`src/rtl/spdif_tx_if.sv`:
```
// PCM sample-pair handshake between the mixer output and the S/PDIF transmitter.
interface spdif_tx_if;
    localparam int unsigned SAMPLE_W = 24;

    logic [SAMPLE_W-1:0] data_l_i;
    logic [SAMPLE_W-1:0] data_r_i;
    logic                valid_i;
    logic                ack_o;

    modport master (output data_l_i, output data_r_i, output valid_i, input ack_o);
    modport slave  (input data_l_i, input data_r_i, input valid_i, output ack_o);
endinterface

```
`src/rtl/spdif_tx.sv`:
```
// S/PDIF (IEC 60958 consumer) transmitter: latches one stereo PCM pair per frame and
// drives a biphase-mark-coded line with B/M/W preambles and V/U/C/P status bits.
module spdif_tx #(
    parameter int unsigned HALFBIT_DIV = 4,
    parameter logic [31:0] CS_WORD0    = 32'h0000_0004
) (
    input  logic      clk,
    input  logic      rst,
    spdif_tx_if.slave pcm,
    output logic      underrun_o,
    output logic      block_start_o,
    output logic      spdif_o
);
    localparam int unsigned       SAMPLE_W = 24;
    localparam int unsigned       DIV_W    = (HALFBIT_DIV > 1) ? $clog2(HALFBIT_DIV) : 1;
    localparam logic [DIV_W-1:0]  DIV_LAST = DIV_W'(HALFBIT_DIV - 1);
    localparam logic [6:0]        HB_LAST  = 7'd127;
    localparam logic [7:0]        FR_LAST  = 8'd191;
    localparam logic [7:0]        PRE_B    = 8'b1110_1000;
    localparam logic [7:0]        PRE_M    = 8'b1110_0010;
    localparam logic [7:0]        PRE_W    = 8'b1110_0100;

    logic [DIV_W-1:0]    div_cnt, div_nxt;
    logic [6:0]          hb, hb_nxt;
    logic [7:0]          fr, fr_nxt;
    logic                tick, tick_d, latch;
    logic [SAMPLE_W-1:0] smp_l, smp_r, smp_l_nxt, smp_r_nxt, smp;
    logic                vflag, vflag_nxt;
    logic                lvl, lvl_nxt, ref_lvl;
    logic                line, line_nxt;
    logic                ack_nxt, underrun_nxt, block_start_nxt;
    logic [5:0]          pos;
    logic [4:0]          slot, didx;
    logic                cs_bit, par;
    logic [27:0]         word;
    logic [7:0]          pat;

    // Timing, sample latch and BMC encoding of the position currently held in hb.
    always_comb begin
        tick            = (div_cnt == DIV_LAST);
        latch           = tick && (hb == HB_LAST);
        div_nxt         = tick ? '0 : div_cnt + DIV_W'(1);
        hb_nxt          = tick ? hb + 7'd1 : hb;
        fr_nxt          = fr;
        smp_l_nxt       = smp_l;
        smp_r_nxt       = smp_r;
        vflag_nxt       = vflag;
        ack_nxt         = 1'b0;
        underrun_nxt    = 1'b0;
        line_nxt        = spdif_o;
        lvl_nxt         = lvl;
        block_start_nxt = 1'b0;

        if (latch) begin
            fr_nxt       = (fr == FR_LAST) ? 8'd0 : fr + 8'd1;
            ack_nxt      = pcm.valid_i;
            underrun_nxt = !pcm.valid_i;
            vflag_nxt    = !pcm.valid_i;
            if (pcm.valid_i) begin
                smp_l_nxt = pcm.data_l_i;
                smp_r_nxt = pcm.data_r_i;
            end
        end

        pos     = hb[5:0];
        slot    = pos[5:1];
        didx    = slot - 5'd4;
        smp     = hb[6] ? smp_r : smp_l;
        cs_bit  = (fr < 8'd32) ? CS_WORD0[fr[4:0]] : 1'b0;
        par     = ^{smp, vflag, cs_bit};
        // Aux nibble carries sample[3:0], so the word is sample[23:0] LSB first from slot 4.
        word    = {par, cs_bit, 1'b0, vflag, smp};
        pat     = hb[6] ? PRE_W : ((fr == 8'd0) ? PRE_B : PRE_M);
        // Preamble is referenced to the line level just before its first half-bit.
        ref_lvl = (pos == 6'd0) ? spdif_o : lvl;

        if (pos < 6'd8) begin
            line = pat[3'd7 - pos[2:0]] ^ ref_lvl;
        end else if (!pos[0]) begin
            line = ~spdif_o;
        end else begin
            line = spdif_o ^ word[didx];
        end

        if (tick_d) begin
            line_nxt        = line;
            lvl_nxt         = ref_lvl;
            block_start_nxt = (hb == 7'd0) && (fr == 8'd0);
        end
    end

    always_ff @(posedge clk) begin
        if (rst) begin
            div_cnt       <= '0;
            hb            <= HB_LAST;
            fr            <= FR_LAST;
            tick_d        <= 1'b0;
            smp_l         <= '0;
            smp_r         <= '0;
            vflag         <= 1'b0;
            lvl           <= 1'b0;
            spdif_o       <= 1'b0;
            pcm.ack_o     <= 1'b0;
            underrun_o    <= 1'b0;
            block_start_o <= 1'b0;
        end else begin
            div_cnt       <= div_nxt;
            hb            <= hb_nxt;
            fr            <= fr_nxt;
            tick_d        <= tick;
            smp_l         <= smp_l_nxt;
            smp_r         <= smp_r_nxt;
            vflag         <= vflag_nxt;
            lvl           <= lvl_nxt;
            spdif_o       <= line_nxt;
            pcm.ack_o     <= ack_nxt;
            underrun_o    <= underrun_nxt;
            block_start_o <= block_start_nxt;
        end
    end
endmodule
```
`src/flat_wrapper.sv`:
```
// flat-port wrapper written by rule: the top's interface ports become plain ports
module spdif_tx_flat 
#(
    parameter int unsigned HALFBIT_DIV = 4,
    parameter logic [31:0] CS_WORD0    = 32'h0000_0004
)
  (clk, rst, underrun_o, block_start_o, spdif_o, pcm_data_l_i, pcm_data_r_i, pcm_valid_i, pcm_ack_o);
  spdif_tx_if pcm_i ();
  input  logic clk;
  input  logic rst;
  output logic underrun_o;
  output logic block_start_o;
  output logic spdif_o;
  input wire logic [$bits(pcm_i.data_l_i)-1:0] pcm_data_l_i;
  input wire logic [$bits(pcm_i.data_r_i)-1:0] pcm_data_r_i;
  input wire logic [$bits(pcm_i.valid_i)-1:0] pcm_valid_i;
  output wire logic [$bits(pcm_i.ack_o)-1:0] pcm_ack_o;
  assign pcm_i.data_l_i = pcm_data_l_i;
  assign pcm_i.data_r_i = pcm_data_r_i;
  assign pcm_i.valid_i = pcm_valid_i;
  assign pcm_ack_o = pcm_i.ack_o;
  spdif_tx #(.HALFBIT_DIV(HALFBIT_DIV), .CS_WORD0(CS_WORD0)) u_core (.clk(clk), .rst(rst), .pcm(pcm_i), .underrun_o(underrun_o), .block_start_o(block_start_o), .spdif_o(spdif_o));
endmodule
```
`config.mk`:
```
export PLATFORM = sky130hd
export DESIGN_NAME = spdif_tx_flat
export DESIGN_NICKNAME = d
export VERILOG_FILES = /design/src/rtl/spdif_tx_if.sv /design/src/rtl/spdif_tx.sv /design/src/flat_wrapper.sv
export SDC_FILE = /design/constraint.sdc
export NUM_CORES = 1
export LEC_CHECK = 0
export CORE_MARGIN = 10
export CORE_UTILIZATION = 35
export CTS_BUF_LIST = sky130_fd_sc_hd__clkbuf_8 sky130_fd_sc_hd__clkbuf_16
export CTS_CLUSTER_SIZE = 10
export DETAILED_ROUTE_END_ITERATION = 8
export PLACE_DENSITY = 0.58
export SYNTH_ARGS = -nofsm -noshare
export SYNTH_HDL_FRONTEND = slang
export SYNTH_SLANG_ARGS = --single-unit
```
`constraint.sdc`:
```
create_clock -name clk -period 3 [get_ports clk]
set_clock_uncertainty 0.05 [all_clocks]
set_input_delay 0.6 -clock clk [delete_from_list [all_inputs] [get_ports clk]]
set_output_delay 0.6 -clock clk [all_outputs]
set_load 0.01 [all_outputs]
```
==> results.md <==
- Status: complete, no violations
- Share of layout cells above drive strength 1: 0.0911
- Post-Synthesis Cells: 340
- Final setup margin: 0.267 ns
- Crit Path Max Fanout: 6
- Reg2reg end: u_core.spdif_o$_SDFFE_PP0P_
- Pre-antenna DRT Iters: 4
- WP data arrival: 2.91 ns
- Core footprint: 0.00982 sq mm
- ANT nets after route: 0
- Register area: around 0.0015 sq mm
- Yosys synthesis warning count: 0
- Switch share: 0.251
- R2r setup slk: 0.27 ns
- Leading area contributor after synthesis: dfxtp_1
- Final wirelength: approximately 8 mm
- Hold Crit Class: reg2reg
- Fin cells: 528
- Slowest cell on crit path: xor2_1
- # diodes: 0
- Final min period: 2.73 ns
- Yosys top cell area share: 0.414
- Io pins: 55
- Relative slew slack: 0.580
- Clk Latency, worst-skew pair: between 0.3 and 0.4 ns
- Highest metal used: met4
- Die height: between 100 and 150 microns
- Period utilisation layout: 0.911
- Clk buf depth: 2
- Worst vdd ir: 274 uV
- Core Rows: 36
- LEAKAGE: about 2 nW
- Worst slew pin tran: 0.624 ns
- Area of the multi-input gates: 0.00195 sq mm
- Count leader, synth: dfxtp_1
- Drt initial violations: 83
- CTS buffer count: 9
- Worst hold path startpoint: u_core.div_cnt[0]$_SDFF_PP0_
- Synthesized net count: 398
- First-pass GRT wire length: 13.9 mm
- Final setup fails: 0
- Vias in the first global route: about 2700
- DR WL met3: slightly below 400 microns
- Metal-1 WL: 4.32 mm
- RD Place Congestion: ~0.82
- Final hold vios: 0
- Clk pwr share: 0.341
- Gr ovfl total: 0
- H-tree level count: 3
- Hold path depth: 1
- Cells resized by post-CTS repair: 0
- Critical Path Source Type: flop
- Port bufs: 54
- CTS tree: done
- Placed Cells: 514
- WL per Instance: 15.6 microns
- Final number of max-transition violations: 0
- Fill cells: 983
- Netlist cell types: 44
- Post-synthesis instance area: roughly 0.0035 sq mm
- Post-DP HPWL: 6.17 mm
- #FFs+latches synth: 73
- Switching power: 0.538 mW
- Seq pwr share: 0.489
- Worst hold endpoint: u_core.div_cnt[0]$_SDFF_PP0_
- RSZ-0062 raised after global routing: no
- GR Util All Layers: 0.115
- # clock sinks: 73
- Sum Neg Setup Slack: 0 ns
- Power Internal: between 1.5 and 2 mW
- Crit path largest cell delay: around 0.41 ns
- Endpoint class of the critical path: flop
- Die width: between 100 and 150 microns
- Vias: between 2000 and 3000
- Setup bufs post-CTS: 0
- CP required: 3.18 ns
- Max cap viols: 0
- Power Dens Cells: 481 mW/mm^2
- Hold Slack: 0.372 ns
- R2r worst-path depth: 10
- Post-synthesis sequential area ratio: 0.414
- EDFF count, synth: 0
- Combinational share of power: 0.170
- DRC viols: 0
- Avg Inst Size Synth: 10.4 sq um
- Die Area: ~0.015 sq mm
- Pre-CTS setup slack: ~0.24 ns
- R2R Path Start: u_core.hb[3]$_SDFFE_PP1P_
- CTS Hold Bufs: 0
- Fin nets: 450
- Synth cell count leaders: dfxtp_1, a22o_1, mux2i_1, xor2_1, clkbuf_1
- WL met2: 3.42 mm
- Max frequency: 366 MHz
- Initial antenna violation count: 0
- FFs w/ async S/R, synth: 0
- Starting Density: 0.360
- Post-synth top flop: dfxtp_1
- Reg clk slew, reported paths: ~0.070 ns
- Kind of critical path: reg2reg
- Via/cell ratio: 5.09
- Synthesis-to-finish area growth: 25.9%
- Cell Chain, Critical Path: inv_1 -> ha_1 -> xor2_1 -> a211o_1 -> a211oi_1 -> or4_1 -> and3_1 -> or3b_1 -> o211ai_1 -> o2bb2ai_1
- Top cells by area, synth: dfxtp_1, a22o_1, mux2i_1
- Clock root buffer: clkbuf_8
- Largest net degree at the start of global routing: 50
==> metal layers <==
metal,global-route usage,vias to the layer above
met1,0.158,1255
met3,0.0363,10
met2,0.165,50
li1,-,1371
met4,0.0415,0
met5,0,-
==> registers in the layout, indices dropped and copies added (netlist names), named ones only <==
| signal | count |
|---|---|
| u_core.div_cnt | 2 |
| u_core.tick_d | 1 |
| u_core.smp_r | 24 |
| u_core.block_start_o | 1 |
| u_core.underrun_o | 1 |
| u_core.pcm.ack_o | 1 |
| u_core.spdif_o | 1 |
| u_core.hb | 7 |
| u_core.lvl | 1 |
| u_core.vflag | 1 |
| u_core.fr | 8 |
| u_core.smp_l | 24 |
==> worst max-delay path: cells and delay by family, from the launching register on <==
family	cells	cell delay, ns
and+or+nand+nor	3	1.00
AOI/OAI and AO/OA	4	0.47
xor gates and xnor gates	1	0.41
DFF	1	0.31
adders and majority gates	1	0.20
buffers and inverters	1	0.19
==> metrics by stage <==
step	instance area, sq um	power, mW	util
2_1_floorplan	3530	1.29	-
3_3_place_gp	4260	1.43	0.434
3_5_place_dp	4260	1.43	0.434
4_1_cts	4450	2.17	0.453
5_1_grt	4450	2.25	0.453
6_report	4450	2.14	0.453
==> power groups by stage <==
stage                     Clock, mW  Combinational [mW]  Sequential [mW]
after floorplan                   0               0.239             1.05
after global placement            0               0.361             1.07
after detailed placement          0               0.365             1.07
after CTS                     0.758               0.366             1.05
after global routing          0.801               0.400             1.05
final                         0.730               0.364             1.05
==> layout by cell type (no fill, tap or decap), types with 3 or more instances in the layout <==
| master | synthesis | layout |
|---|---|---|
| ha_1 | 7 | 7 |
| clkdlybuf4s50_1 | 0 | 54 |
| nor3_1 | 6 | 6 |
| clkinv_2 | 0 | 3 |
| nor4_1 | 3 | 3 |
| o211ai_1 | 5 | 5 |
| nand3_1 | 7 | 7 |
| mux2i_1 | 25 | 25 |
| buf_4 | 0 | 8 |
| and3_1 | 6 | 5 |
| inv_1 | 7 | 7 |
| a21oi_1 | 7 | 6 |
| nor2b_1 | 5 | 5 |
| mux4_2 | 6 | 6 |
| xnor3_1 | 3 | 3 |
| a221oi_1 | 4 | 4 |
| dfxtp_1 | 73 | 71 |
| nor2_1 | 10 | 10 |
| a22o_1 | 49 | 49 |
| nor3b_1 | 3 | 3 |
| nand2_1 | 14 | 14 |
| buf_12 | 0 | 3 |
| xor2_1 | 25 | 25 |
| clkbuf_8 | 0 | 10 |
| o21ai_0 | 12 | 12 |
| xnor2_1 | 15 | 15 |
==> layout make-up <==
type	count	share of cell area
Clock inverter	4	0.0101
Sequential cell	73	0.329
Clock buffer	10	0.0309
Timing Repair Buffer	65	0.149
Tap cell	133	0.0374
Multi-Input combinational cell	236	0.438
Inverter	7	0.00591
==> logic make-up after synthesis <==
kind of cell | share of synthesized area
AOI/OAI and AO/OA | 0.193
xor gates and xnor gates | 0.118
adders and majority gates | 0.0248
buffers and inverters | 0.0386
DFF | 0.414
muxes | 0.109
and+or+nand+nor | 0.102
==> worst max-delay path by stage <==
stage / depth (start not counted) / start / slack, ns / end
floorplan: 9 / u_core.fr[6]$_SDFFE_PP0P_ / 0.40 / u_core.spdif_o$_SDFFE_PP0P_
global placement: 8 / u_core.hb[1]$_SDFFE_PP1P_ / 0.30 / u_core.spdif_o$_SDFFE_PP0P_
detailed placement: 8 / u_core.fr[7]$_SDFFE_PP1P_ / 0.24 / u_core.spdif_o$_SDFFE_PP0P_
CTS: 8 / u_core.hb[1]$_SDFFE_PP1P_ / 0.25 / u_core.spdif_o$_SDFFE_PP0P_
global route: 8 / u_core.fr[7]$_SDFFE_PP1P_ / 0.1 / u_core.spdif_o$_SDFFE_PP0P_
finish: 10 / u_core.hb[3]$_SDFFE_PP1P_ / 0.27 / u_core.spdif_o$_SDFFE_PP0P_
No activity file was read; power rests on OpenSTA's default activity.
